## src/rtl/irq_pend_ctrl.sv

```systemverilog
// rtl/irq_pend_ctrl.sv - four-line interrupt pending front end with valid/ack code presentation
module irq_pend_ctrl #(
  parameter int GAP_CYCLES = 1
) (
  input  logic       clk,
  input  logic       rst,
  input  logic [3:0] req,
  input  logic [3:0] mask,
  input  logic       ack,
  output logic [3:0] pend,
  output logic       irq_valid,
  output logic [1:0] irq_code,
  output logic [3:0] overrun
);

  typedef enum logic [1:0] {
    IDLE    = 2'd0,
    PRESENT = 2'd1,
    GAP     = 2'd2
  } state_t;

  localparam logic [1:0] GAP_LOAD = 2'(GAP_CYCLES - 1);

  state_t     state, state_next;
  logic [3:0] req_q;
  logic [3:0] rise;
  logic [3:0] clr;
  logic [3:0] elig;
  logic [1:0] winner;
  logic [1:0] gap_cnt, gap_next;
  logic [1:0] code_next;
  logic       valid_next;

  assign rise = req & ~req_q;
  assign clr  = (state == PRESENT && ack) ? (4'b0001 << irq_code) : 4'b0000;
  assign elig = pend & ~mask;

  always_comb begin
    winner = 2'd0;
    if (elig[3])      winner = 2'd3;
    else if (elig[2]) winner = 2'd2;
    else if (elig[1]) winner = 2'd1;
  end

  // The code is latched on entry to PRESENT and held until ack, regardless of pend/mask changes.
  always_comb begin
    state_next = state;
    gap_next   = gap_cnt;
    code_next  = irq_code;
    valid_next = irq_valid;
    case (state)
      IDLE: begin
        if (elig != 4'b0000) begin
          state_next = PRESENT;
          code_next  = winner;
          valid_next = 1'b1;
        end
      end
      PRESENT: begin
        if (ack) begin
          state_next = GAP;
          gap_next   = GAP_LOAD;
          code_next  = 2'd0;
          valid_next = 1'b0;
        end
      end
      GAP: begin
        if (gap_cnt != 2'd0) begin
          gap_next = gap_cnt - 2'd1;
        end else if (elig != 4'b0000) begin
          state_next = PRESENT;
          code_next  = winner;
          valid_next = 1'b1;
        end else begin
          state_next = IDLE;
        end
      end
      default: begin
        state_next = IDLE;
        gap_next   = 2'd0;
        code_next  = 2'd0;
        valid_next = 1'b0;
      end
    endcase
  end

  always_ff @(posedge clk or posedge rst) begin
    if (rst) begin
      state     <= IDLE;
      gap_cnt   <= 2'd0;
      irq_code  <= 2'd0;
      irq_valid <= 1'b0;
      req_q     <= 4'b0000;
      pend      <= 4'b0000;
      overrun   <= 4'b0000;
    end else begin
      state     <= state_next;
      gap_cnt   <= gap_next;
      irq_code  <= code_next;
      irq_valid <= valid_next;
      req_q     <= req;
      // A rise landing on the bit being acked wins, and does not count as an overrun.
      pend      <= (pend & ~clr) | rise;
      overrun   <= overrun | (rise & pend & ~clr);
    end
  end

endmodule

```

## config.mk

```make
export PLATFORM = sky130hd
export DESIGN_NAME = irq_pend_ctrl
export DESIGN_NICKNAME = d
export VERILOG_FILES = /design/src/rtl/irq_pend_ctrl.sv
export SDC_FILE = /design/constraint.sdc
export NUM_CORES = 1
export LEC_CHECK = 0
export BUFFER_PORTS_ARGS = -buffer_cell sky130_fd_sc_hd__buf_2
export CAP_MARGIN = 5
export CORE_ASPECT_RATIO = 0.9
export CORE_MARGIN = 2
export CORE_UTILIZATION = 35
export CTS_BUF_LIST = sky130_fd_sc_hd__clkbuf_8
export CTS_CLUSTER_SIZE = 28
export DETAILED_ROUTE_END_ITERATION = 10
export PLACE_DENSITY = 0.67
export SYNTH_ARGS = -nofsm -noshare
export SYNTH_HDL_FRONTEND = slang
export SYNTH_SLANG_ARGS = --single-unit
```

## constraint.sdc

```tcl
create_clock -name clk -period 1.3 [get_ports clk]
set_clock_uncertainty 0.2 [all_clocks]
set_input_delay 0.26 -clock clk [delete_from_list [all_inputs] [get_ports clk]]
set_output_delay 0.26 -clock clk [all_outputs]
set_load 0.02 [all_outputs]
```

==> results of run 1 <==
==> synthesized netlist by cell type, types with 2 or more instances <==
library cell	count
nand2_1	9
dfrtp_1	19
inv_1	5
nor2b_1	2
buf_2	2
o31ai_1	3
mux2i_1	2
o21bai_1	4
a21oi_1	3
o21ai_0	5
nand2b_1	7
==> critical path, cell delays in order (launching register included) <==
cell,delay (ns)
dfrtp_1,0.42
buf_6,0.15
buf_6,0.12
==> how the worst max path moves through the flow <==
stage           startpoint          end  slack [ns]
3_3_place_gp       mask[3]  irq_code[0]        -0.1
4_1_cts         gap_cnt[1]  irq_code[0]       -0.09
6_report       irq_code[1]  irq_code[1]       -0.09
5_1_grt           state[1]  irq_code[1]       -0.15
2_1_floorplan      pend[1]  irq_code[0]       -0.08
3_5_place_dp       mask[3]  irq_code[0]       -0.11
==> where the power goes <==
part | internal, uW | switching, uW
clock | 209 | 185
sequential | 763 | 152
combinational | 898 | 696
==> sequential cells by signal, summed over array words and instances (netlist names) <==
register / cells
pend: 4
state: 2
overrun: 4
irq_valid: 1
req_q: 4
irq_code: 2
gap_cnt: 2
==> repair_timing <==
item                                    in CTS  in global routing
endpoints found under the hold margin       23                  0
pin swaps                                    2                  2
buffers inserted                             6                  3
gates resized for setup                     26                  8
hold buffers                                 5                  0
endpoints found under the setup margin      16                 21
==> through the flow <==
step / utilization [%] / area (um2)
floorplan: - / 812
global placement: 47.8 / 1020
detailed placement: 47.8 / 1020
CTS: 58.5 / 1250
global route: 61.4 / 1320
finish: 61.4 / 1320
==> per-layer routing <==
metal / global-route usage, % / wire length, um / vias to the layer above
li1: - / - / 349
met1: 21.6 / 849 / 349
met2: 23.0 / 897 / 16
met3: 3.37 / 74 / 2
met4: 5.13 / 12 / 0
met5: 0 / 0 / -
==> final cells by class <==
class                           count  area share [%]
Clock inverter                      1           0.285
Timing Repair Buffer               47            28.6
Tap cell                           27            2.57
Sequential cell                    19            36.6
Multi-Input combinational cell     45            27.4
Clock buffer                        3            3.14
Inverter                            5            1.43
==> cells by family after synthesis <==
kind of cell | share of synthesized area (%)
buffers and inverters | 3.67
multiplexers | 2.56
AND/OR/NAND/NOR | 14.5
adder cells (fa/ha/maj) | 1.60
AO/OA/AOI/OAI | 16.9
flip-flops | 60.7
==> impl_results.md, run 1 <==
* Status: finished with violations
* Failing checks: setup timing
* Ant. Diodes at 0
* Syn Std Cell Area at 783 um2
* Nets at between 100 and 150
* Worst Hold Class: input port to flop
* Top cells by area, synth: dfrtp_1 (61%), nand2b_1 (5.6%), nand2_1 (4.3%)
* DP Wirelength at between 1000 and 1500 um
* Total track usage at 15.3%
* Num rows at 16
* Clock Latency Late Sink at 0.25 ns
* Number of port buffers at 21
* CP max FO at 3
* Ys Warns at 0
* Share of the synthesized area in the top cell type at 60.7%
* Placed cell count at 129
* Dpl ws at -0.107 ns
* Initial Util at 36.6%
* Area Overhead vs Synth at 68.1%
* Ys flop type: dfrtp_1
* Reg-to-Reg End: irq_code[0]
* Sequential area share after synthesis at 60.7%
* Tightest Pin Transition at between 0.2 and 0.3 ns
* Vias in the first global route at 694
* Post-synthesis instance total at 71
* Worst r2r src: pend[1]
* Final min period at between 1 and 1.5 ns
* Startpoint class of the critical path: flop
* Max Transition Viols Final at 0
* Most common cell after layout, fill and taps aside: buf_2
* Syn avg cell area at 11.0 um2
* Fin. Hold Viols at 0
* DRC violations left at 0
* Endpoint class of the critical path: primary output
* Area of the multi-input gates at 360 um2
* GRT Residual Overflow at 0
* Max Cap Viol at 0
* DR WL/cell at 12.5 um
* Unique masters post-synth at 21
* Hold Crit Start: ack
* Fraction of registers with async set/reset at 100%
* Seq cells post-synth at 19
* Die area at 2630 um2
* Final Setup Violations at 9
* Worst Hold Path EP: state[0]
* CP Class: flop to primary output
* CTS Root Cell: clkbuf_8
* Final std cells w/o fill at 147
* WP data arrival at 0.93 ns
* Routed via count at a little over 700
* Antenna viol nets, final at 0
* H-tree depth reported by CTS at 1
* Commonest cells after routing, fill and taps aside: buf_2 (15), dfrtp_1 (14), buf_4 (14), buf_6 (13), nand2_1 (9)
* Flop-to-flop setup slack at -0.09 ns
* Peak supply drop at 1.21 mV
* DRT Pass-1 Iters at 3
* Ports at 22
* Relative slew slack at 81.2%
* GP Congestion at 0.841
* Largest net degree at the start of global routing at 20
* Die width at ~54 um
* Worst hold slack at 0.0862 ns
* Reg2Reg Depth at 4
* Core Region at about 2100 um2
* Global-route wire length before repair at slightly below 3000 um
* Required time of the critical path at 0.84 ns
* DR vias/cell at just under 5
* Share of layout cells above drive strength 1 at 53.3%
* Die Height at 48.9 um
* Clock sinks at 19
* Num CTS Buffers at 3
* Crit share post-route at 107%
* Clk buf depth at 2
* Number of flops mapped to enable cells by yosys at 0
* Post-Syn Nets at 83
* Setup WS post-layout at -0.0948 ns
* Storage cell area at between 400 and 500 um2
* RSZ-0062 raised after global routing: true
* Filler cell count at 171
* Total Power at 2900 uW
* Drt total wl at roughly 1800 um
* TNS Setup at -0.556 ns
* Clk slew on worst S/H paths at approximately 0.070 ns
* Number of antenna violations at the first check in global routing at 0
* WHS Path Cells at 2
* Leak Pwr at 0.000597 uW
* P per Cell Area at 2210 nW/um2
* CTS tree: built
* Maximum achievable frequency at 0.717 GHz
* Detailed Route Iter0 Violations at 5
* Synth area leader: dfrtp_1
Power figures use the tool's default switching activity.
==> run 2: changes to the inputs <==
Settings changed: CORE_MARGIN 2 to 1.
==> run 2 against run 1 <==
Register-to-register slack worse by 0.04 ns. Global-route usage up 2.9 points. Final cell count up 0.68%. The flow still finishes with violations (setup timing). Combinational power up 11%. First-iteration DRC count down 20%. Clock-buffer cell count unchanged. Maximum frequency down 3.0%. Critical path type is now flop to flop. Utilization up 5.8 points. Sequential cell count unchanged. Critical endpoint is now irq_code[1]. Cell area up 2.7%.
==> impl_results.md, run 2 (synthesized netlist as in run 1, its figures left out) <==
* Required time of the critical path at 1.29 ns
* Routed via count at 737
* CP Class: flop to flop
* Total Power at 3110 uW
* Tightest Pin Transition at 0.300 ns
* Initial Util at 39.0%
* Crit share post-route at 111%
* WP data arrival at 1.43 ns
* Largest net degree at the start of global routing at 20
* Commonest cells after routing, fill and taps aside: buf_2 (16), buf_4 (16), dfrtp_1 (15), buf_6 (13), nand2_1 (8)
* Filler cell count at approximately 140
* Num rows at 15
* Num CTS Buffers at 3
* Core Region at 2010 um2
* Ant. Diodes at 0
* Ports at 22
* Final Setup Violations at 16
* Final min period at 1.44 ns
* Worst hold slack at 0.0974 ns
* Nets at between 100 and 150
* Area Overhead vs Synth at 72.5%
* Startpoint class of the critical path: flop
* P per Cell Area at around 2300 nW/um2
* Regs by FF count: overrun: 4 flops, pend: 4 flops, req_q: 4 flops
* DR WL/cell at 14.3 um
* DRT Pass-1 Iters at 4
* GP Congestion at 0.735
* Peak supply drop at 1.40 mV
* Setup WS post-layout at -0.137 ns
* Clk slew on worst S/H paths at 0.08 ns
* Maximum achievable frequency at 0.696 GHz
* Max Transition Viols Final at 0
* Drt total wl at roughly 2100 um
* Share of layout cells above drive strength 1 at between 50% and 60%
* DR vias/cell at 4.98
* Endpoint class of the critical path: flop
* Total track usage at about 18%
* CTS Root Cell: clkbuf_8
* Max Cap Viol at 0
* Clk buf depth at 2
* RSZ-0062 raised after global routing: true
* H-tree depth reported by CTS at 1
* Vias in the first global route at 768
* Status: finished with violations
* GRT Residual Overflow at 0
* Detailed Route Iter0 Violations at 4
* CTS tree: built
* Global-route wire length before repair at 3150 um
* Number of port buffers at 21
* DRC violations left at 0
* Leak Pwr at a little over 0.0006 uW
* Clock Latency Late Sink at 0.26 ns
* Die area at 2430 um2
* Worst Hold Class: input port to flop
* Fin. Hold Viols at 0
* Die Height at 46.9 um
* CP max FO at 7
* Die width at 51.9 um
* Number of antenna violations at the first check in global routing at 0
* Clock sinks at 19
* Failing checks: setup timing
* Relative slew slack at about four fifths
* DP Wirelength at 1250 um
* Antenna viol nets, final at 0
-- run 2: changes by cell type in the layout (fill, tap and decap cells not counted), sizes merged --
cell and delta:
buf +3, clkinv +1, inv -1
-- run 2: final cells by class --
| cell class | instances | area (um2) | share of cell area (%) |
|---|---|---|---|
| clock buffers | 3 | 41.3 | 3.06 |
| inverters | 5 | 18.8 | 1.39 |
| well taps | 25 | 31.3 | 2.31 |
| clock inverters | 1 | 5.00 | 0.370 |
| multi-input cells | 45 | 378 | 28.0 |
| repair buffers | 50 | 397 | 29.4 |
| flip-flops and latches | 19 | 480 | 35.6 |
-- run 2: critical path, cell delays in order, from the launching register on --
cell	delay, ns
dfrtp_2	0.46
nand2b_4	0.18
or3_1	0.34
o31a_1	0.12
o21ai_1	0.07
-- run 2: routing by layer --
metal  vias up  GRT usage [%]  wire, um
met1       367           20.8       969
met5         -              0         0
li1        345              -         -
met2        19           32.3      1040
met4         0           9.73        39
met3         6           3.88        72
-- run 2: power by group --
part | internal [uW] | switching [uW] | total (uW)
Combinational | 981 | 778 | 1760
Sequential | 759 | 166 | 925
Clock | 214 | 209 | 423
Total | 1950 | 1150 | 3110
-- run 2: through the flow --
step | instance area, um2 | setup TNS [ns] | cells | worst slack (ns) | utilization [%]
CTS | 1240 | -0.655 | 142 | -0.0891 | 61.9
global route | 1350 | -1.47 | 148 | -0.161 | 67.3
floorplan | 812 | -0.186 | 71 | -0.0799 | -
detailed placement | 1040 | -0.638 | 129 | -0.111 | 51.7
finish | 1350 | -0.765 | 148 | -0.137 | 67.3
global placement | 1040 | -0.374 | 129 | -0.0937 | 51.7
-- run 2: worst paths after layout --
path                            start           to  slack [ns]  cells after the start
max                          state[1]  irq_code[1]       -0.14                      4
min                               ack     state[0]         0.1                      2
max reg2reg                  state[1]  irq_code[1]       -0.14                      4
min reg2reg                overrun[1]   overrun[1]        0.28                      1
max in group asynchronous         rst     state[1]        0.30                      4
min in group asynchronous         rst     req_q[0]        0.37                      4
-- run 2: what timing repair did --
action,4_1_cts,5_1_grt
setup buffers,4,6
pin swaps,4,5
endpoints found under the hold margin,23,0
hold buffers,5,0
gates cloned,0,0
setup endpoints to repair,17,20
gates resized for setup,24,15
